===== config.mk =====
export PLATFORM = sky130hd
export DESIGN_NAME = matrix_op_seq
export DESIGN_NICKNAME = d
export VERILOG_FILES = /design/src/rtl/matrix_op_seq.sv
export SDC_FILE = /design/constraint.sdc
export NUM_CORES = 1
export LEC_CHECK = 0
export BUFFER_PORTS_ARGS = -buffer_cell sky130_fd_sc_hd__buf_2
export CORE_MARGIN = 2
export CORE_UTILIZATION = 37
export CTS_BUF_LIST = sky130_fd_sc_hd__clkbuf_4 sky130_fd_sc_hd__clkbuf_8
export DETAILED_ROUTE_END_ITERATION = 8
export PLACE_DENSITY = 0.79
export SYNTH_ARGS = -nofsm -noshare
export SYNTH_HDL_FRONTEND = slang
export SYNTH_SLANG_ARGS = --single-unit

===== constraint.sdc =====
create_clock -name clk -period 2.1 [get_ports clk]
set_input_delay 0.21 -clock clk [delete_from_list [all_inputs] [get_ports clk]]
set_output_delay 0.21 -clock clk [all_outputs]
set_load 0.05 [all_outputs]

===== src/rtl/matrix_op_seq.sv =====
// Multi-cycle sequencer for matrix slice load/store and outer-product accumulate.
// Stalls the pipeline while it walks a row counter over the memory port or the MOPA unit.
`ifndef M_LD
  `define M_LD   3'b000
`endif
`ifndef M_ST
  `define M_ST   3'b001
`endif
`ifndef M_MOPA
  `define M_MOPA 3'b010
`endif
`ifndef M_MVTR
  `define M_MVTR 3'b011
`endif

module matrix_op_seq #(
  parameter int ROWS = 4,
  parameter int CW   = $clog2(ROWS)
) (
  input  logic              clk,
  input  logic              rst,
  input  logic              issue_valid,
  input  logic [2:0]        issue_func3,
  input  logic [31:0]       issue_base,
  input  logic [1:0]        issue_md,
  input  logic [CW-1:0]     issue_slice,
  output logic              stall_o,
  output logic              busy_o,
  output logic              done_o,
  output logic              mem_req,
  output logic              mem_we,
  output logic [31:0]       mem_addr,
  output logic [31:0]       mem_wdata,
  input  logic              mem_gnt,
  input  logic [31:0]       mem_rdata,
  output logic [2+2*CW-1:0] mreg_raddr,
  input  logic [31:0]       mreg_rdata,
  output logic              mreg_we,
  output logic [2+2*CW-1:0] mreg_waddr,
  output logic [31:0]       mreg_wdata,
  output logic              mopa_en,
  output logic [CW-1:0]     mopa_row,
  output logic [1:0]        state_dbg
);

  // Handshake: a memory beat is in flight while mem_req is high; it completes in the
  // cycle mem_gnt is high (load data is taken from mem_rdata in that same cycle).
  // Address and store data are held constant until that cycle.

  typedef enum logic [1:0] {S_IDLE, S_LDST, S_MOPA, S_DONE} state_t;

  localparam logic [CW-1:0] LAST = CW'(ROWS - 1);

  state_t        state;
  logic [CW-1:0] cnt;
  logic          is_st;
  logic [1:0]    md;
  logic [CW-1:0] slice;
  logic [31:0]   base;
  logic          op_known;
  logic          accept;

  assign op_known = (issue_func3 == `M_LD) || (issue_func3 == `M_ST) ||
                    (issue_func3 == `M_MOPA);
  assign accept   = (state == S_IDLE) && issue_valid && op_known;

  always_ff @(posedge clk) begin
    if (rst) begin
      state <= S_IDLE;
      cnt   <= '0;
      is_st <= 1'b0;
      md    <= '0;
      slice <= '0;
      base  <= '0;
    end else begin
      case (state)
        S_IDLE: begin
          if (accept) begin
            md    <= issue_md;
            slice <= issue_slice;
            base  <= issue_base;
            is_st <= (issue_func3 == `M_ST);
            cnt   <= '0;
            state <= (issue_func3 == `M_MOPA) ? S_MOPA : S_LDST;
          end
        end
        S_LDST: begin
          if (mem_gnt) begin
            cnt <= cnt + CW'(1);
            if (cnt == LAST) state <= S_DONE;
          end
        end
        S_MOPA: begin
          cnt <= cnt + CW'(1);
          if (cnt == LAST) state <= S_DONE;
        end
        S_DONE:  state <= S_IDLE;
        default: state <= S_IDLE;
      endcase
    end
  end

  // Outputs decode directly from the registered state so the accept-cycle stall and
  // the same-cycle grant response carry no extra latency.
  always_comb begin
    stall_o    = accept;
    busy_o     = (state != S_IDLE);
    done_o     = 1'b0;
    mem_req    = 1'b0;
    mem_we     = 1'b0;
    mem_addr   = '0;
    mem_wdata  = '0;
    mreg_raddr = '0;
    mreg_we    = 1'b0;
    mreg_waddr = '0;
    mreg_wdata = '0;
    mopa_en    = 1'b0;
    mopa_row   = '0;
    state_dbg  = state;
    case (state)
      S_LDST: begin
        stall_o    = 1'b1;
        mem_req    = 1'b1;
        mem_we     = is_st;
        mem_addr   = base + 32'({cnt, 2'b00});
        mreg_raddr = {md, slice, cnt};
        mem_wdata  = mreg_rdata;
        if (!is_st) begin
          mreg_we    = mem_gnt;
          mreg_waddr = {md, slice, cnt};
          mreg_wdata = mem_rdata;
        end
      end
      S_MOPA: begin
        stall_o  = 1'b1;
        mopa_en  = 1'b1;
        mopa_row = cnt;
      end
      S_DONE:  done_o = 1'b1;
      default: ;
    endcase
  end

endmodule


==> impl_results.md <==
* Failing checks: setup timing
* Setup WS post-layout at -396 ps
* Total grt overflow at 0
* Pins over their slew limit at 0
* Met1 Usage GRT at 0.355
* Global-route wire length before repair at 18900 µm
* Final Instance Area at 5420 µm²
* Crit. End Element: output port
* Fin crit period at 2500 ps
* Rel. slew slack at 0.646
* Max-Cap Viols at 0
* Wire per inst at 15.6 µm
* Inserted Diodes at 0
* Max Freq at 401 MHz
* Critical path depth in cells at 7
* Initial DRT Pass Iterations at 4
* Core area at 7690 µm²
* Cell Pwr Density at 713 nW/µm²
* Worst-path clk slew at 80 ps
* Area occupied by multi-input gates at 2450 µm²
* Vias in the first global route at 3812
* Die height at 92.9 µm
* CP Launch Type: flop
* Yosys warns at 0
* Die width at 92.9 µm
* Crit path buf inv count at 2
* Antenna violations before repair at 0
* Floorplan row count at 32
* Fin nets at 807
* Max IR drop VDD at 0.000596 V
* I/O pin cnt at 226
* Global placer's final weighted congestion at 0.909
* Crit path cell chain: ha_4 > a21oi_2 > or3_4 > buf_6 > or4_4 > a21oi_4 > buf_6
* Least-Margin Pin Slew at 531 ps
* Synthesized area per cell at 6.95 µm²
* DP Area at 4850 µm²
* Crit-path max cell delay at 490 ps
* Post-Syn Area at 2920 µm²
* Die area at 8630 µm²
* CTS H-tree depth at 2
* Syn Nets at 538
* Status: finished, violations left
* Cells after synthesis at 421
* Vias per cell at 5.00
* Initial core utilization at 0.380
* Most used cell, CP: buf_6
* Clock Path Buffers at 2
* Vias at 3964
* # hold bufs at CTS at 0
* Crit-path max FO at 6
* CTS Buf Count at 5
* Setup-failing EPs final at 21
* Hold Violations, Final at 0
* Clock root cell: clkbuf_8
* Final HPWL DP at 9430 µm
* CTS tree: done
* Setup_tns at -6600 ps
* Tot GR Track Use at 0.275
* Clk Latency, worst-skew pair at 300 ps
* Synth cell types at 32
* DRT iter0 DRCs at 142
* WS Path Type: reg -> out
* RSZ-0062 raised after global routing: true
* FF-to-FF setup slack at 310 ps
* Worst hold path stage count at 3
* Yosys top cell by area: dfxtp_1
* Grt met2 use at 0.472
* Layout overhead on the synthesized area at 85.2%
* Antenna viol nets, final at 0
* Post-synth top area share at 0.281
* Largest cells by area after synthesis: dfxtp_1 28%, and2_1 18%, nand2_1 10%
* Worst clock skew at 12.0 ps
* FF+latch count, synth at 41
* Share of layout cells above drive strength 1 at 0.560
* R2r worst-path depth at 6
* Crit path arrival time at 2290 ps
* LEAKAGE at 2.48 nW
* Slowest-stage cell, CP: or4_4
* Seq/Total Area, Yosys at 0.281
* Reg area at 836 µm²
* Grt met3 use at 0.0480
* Final wirelength at 12400 µm
* CP required at 1890 ps
* Number of port buffers at 225
* Drt drc at 0
* Largest net degree at the start of global routing at 40
* CP delay by family, top: simple AND/OR/NAND/NOR gates
* Gr busiest metal: met2
* HP Class: in -> reg
* CTS sink cnt at 41
* Final period util at 1.19
* Layout fillers at 610
==> power by group <==
group	switching [W]	internal, W	total, W
combinational	0.00160	0.000657	0.00226
clock	0.000275	0.000401	0.000676
sequential	0.0000729	0.000853	0.000926
total	0.00195	0.00191	0.00386
==> layout by cell type, fill, tap and decap left out, types with 3 or more instances in the layout <==
master / count
clkbuf_8: 6
and4_1: 4
nor2_4: 3
nor2_2: 10
nand2_1: 80
dfxtp_4: 3
or3_4: 7
o21ai_0: 6
and2_2: 10
clkbuf_4: 6
nor2_1: 5
or4_4: 10
o31ai_2: 6
nand3_2: 3
buf_6: 33
inv_1: 8
a21oi_4: 16
dfxtp_1: 35
a21oi_1: 39
o31ai_4: 3
nand2b_1: 3
ha_4: 3
ha_1: 6
dfxtp_2: 3
buf_4: 62
o21ai_1: 3
buf_2: 187
and3_1: 3
nand3_1: 7
xor2_1: 4
nand4_1: 9
and2_1: 74
xnor2_1: 5
==> final timing paths <==
| kind | startpoint | to |
|---|---|---|
| max reg2reg | state_dbg[0] | state_dbg[1] |
| min reg2reg | base[1] | base[1] |
| max | base[3] | mem_addr[27] |
| min | issue_base[2] | base[2] |
==> sequential cells by signal, indices dropped and copies added (netlist names) <==
register   flops
base          32
cnt            2
is_st          1
state_dbg      2
slice          2
md             2
==> cell usage after synthesis <==
cell type  number
o21ai_0         9
a31oi_1         1
dfxtp_1        41
nor3b_1         1
a211oi_1        1
a21oi_1        57
nand3_1         9
nand2_1        81
buf_2           3
nor4_1          3
nand3_2         1
nand2_2         1
nand4_1         9
xor2_1          5
nand3b_1        1
and4_1          4
nor2b_1         1
nor3_1          1
ha_1            9
and3_1          4
xnor2_1         7
nor4bb_1        1
nand2b_1        3
and2_1         84
or4_1          12
or3_1           8
nor2_1         18
clkbuf_1       24
mux2_2          1
fa_1            1
inv_1           9
o31ai_1        11
==> worst reg2reg max path: cells and delay by family (launching register included) <==
kind	cells	cell delay (ps)
compound gates	2	200
flops	1	410
fa+ha+maj	1	360
simple gates	1	480
buf+inv	2	270
==> timing repair <==
item                                    CTS  global route
pin swaps                                12            12
gates cloned                              1             0
buffers inserted                          3             6
resized for setup                        72            29
endpoints found under the setup margin   62            66
==> per-layer routing <==
metal,share of wire,vias up
li1,-,1960
met1,0.43,1828
met2,0.49,157
met3,0.063,19
met4,0.019,0
met5,0,-
==> cell type report <==
type,count,area share
clock buffer,7,0.0166
clock inverter,1,0.00554
inverter,9,0.00624
multi-input combinational,344,0.452
sequential,41,0.154
tap,102,0.0236
timing repair buffer,289,0.342
==> metrics by stage <==
stage / util / std cells / power (W) / hold slack, ps / worst slack [ps]
after detailed placement: 0.631 / 775 / 0.00311 / 448 / -231
final: 0.705 / 793 / 0.00386 / 146 / -396
after CTS: 0.680 / 787 / 0.00384 / 134 / -383
after global placement: 0.631 / 775 / 0.00307 / 439 / -179
after floorplan: - / 421 / 0.00248 / 338 / -111
after global routing: 0.705 / 793 / 0.00404 / 144 / -470
==> kinds of logic after synthesis <==
family                     count (synthesis)  synth area share
AOI/OAI and AO/OA                         79             0.146
xor gates and xnor gates                  12            0.0359
adders and majority gates                 10            0.0454
buffers and inverters                     36            0.0475
DFF                                       41             0.281
muxes                                      1           0.00385
and+or+nand+nor                          242             0.441
Note: power is estimated with default switching activity, not from simulation.
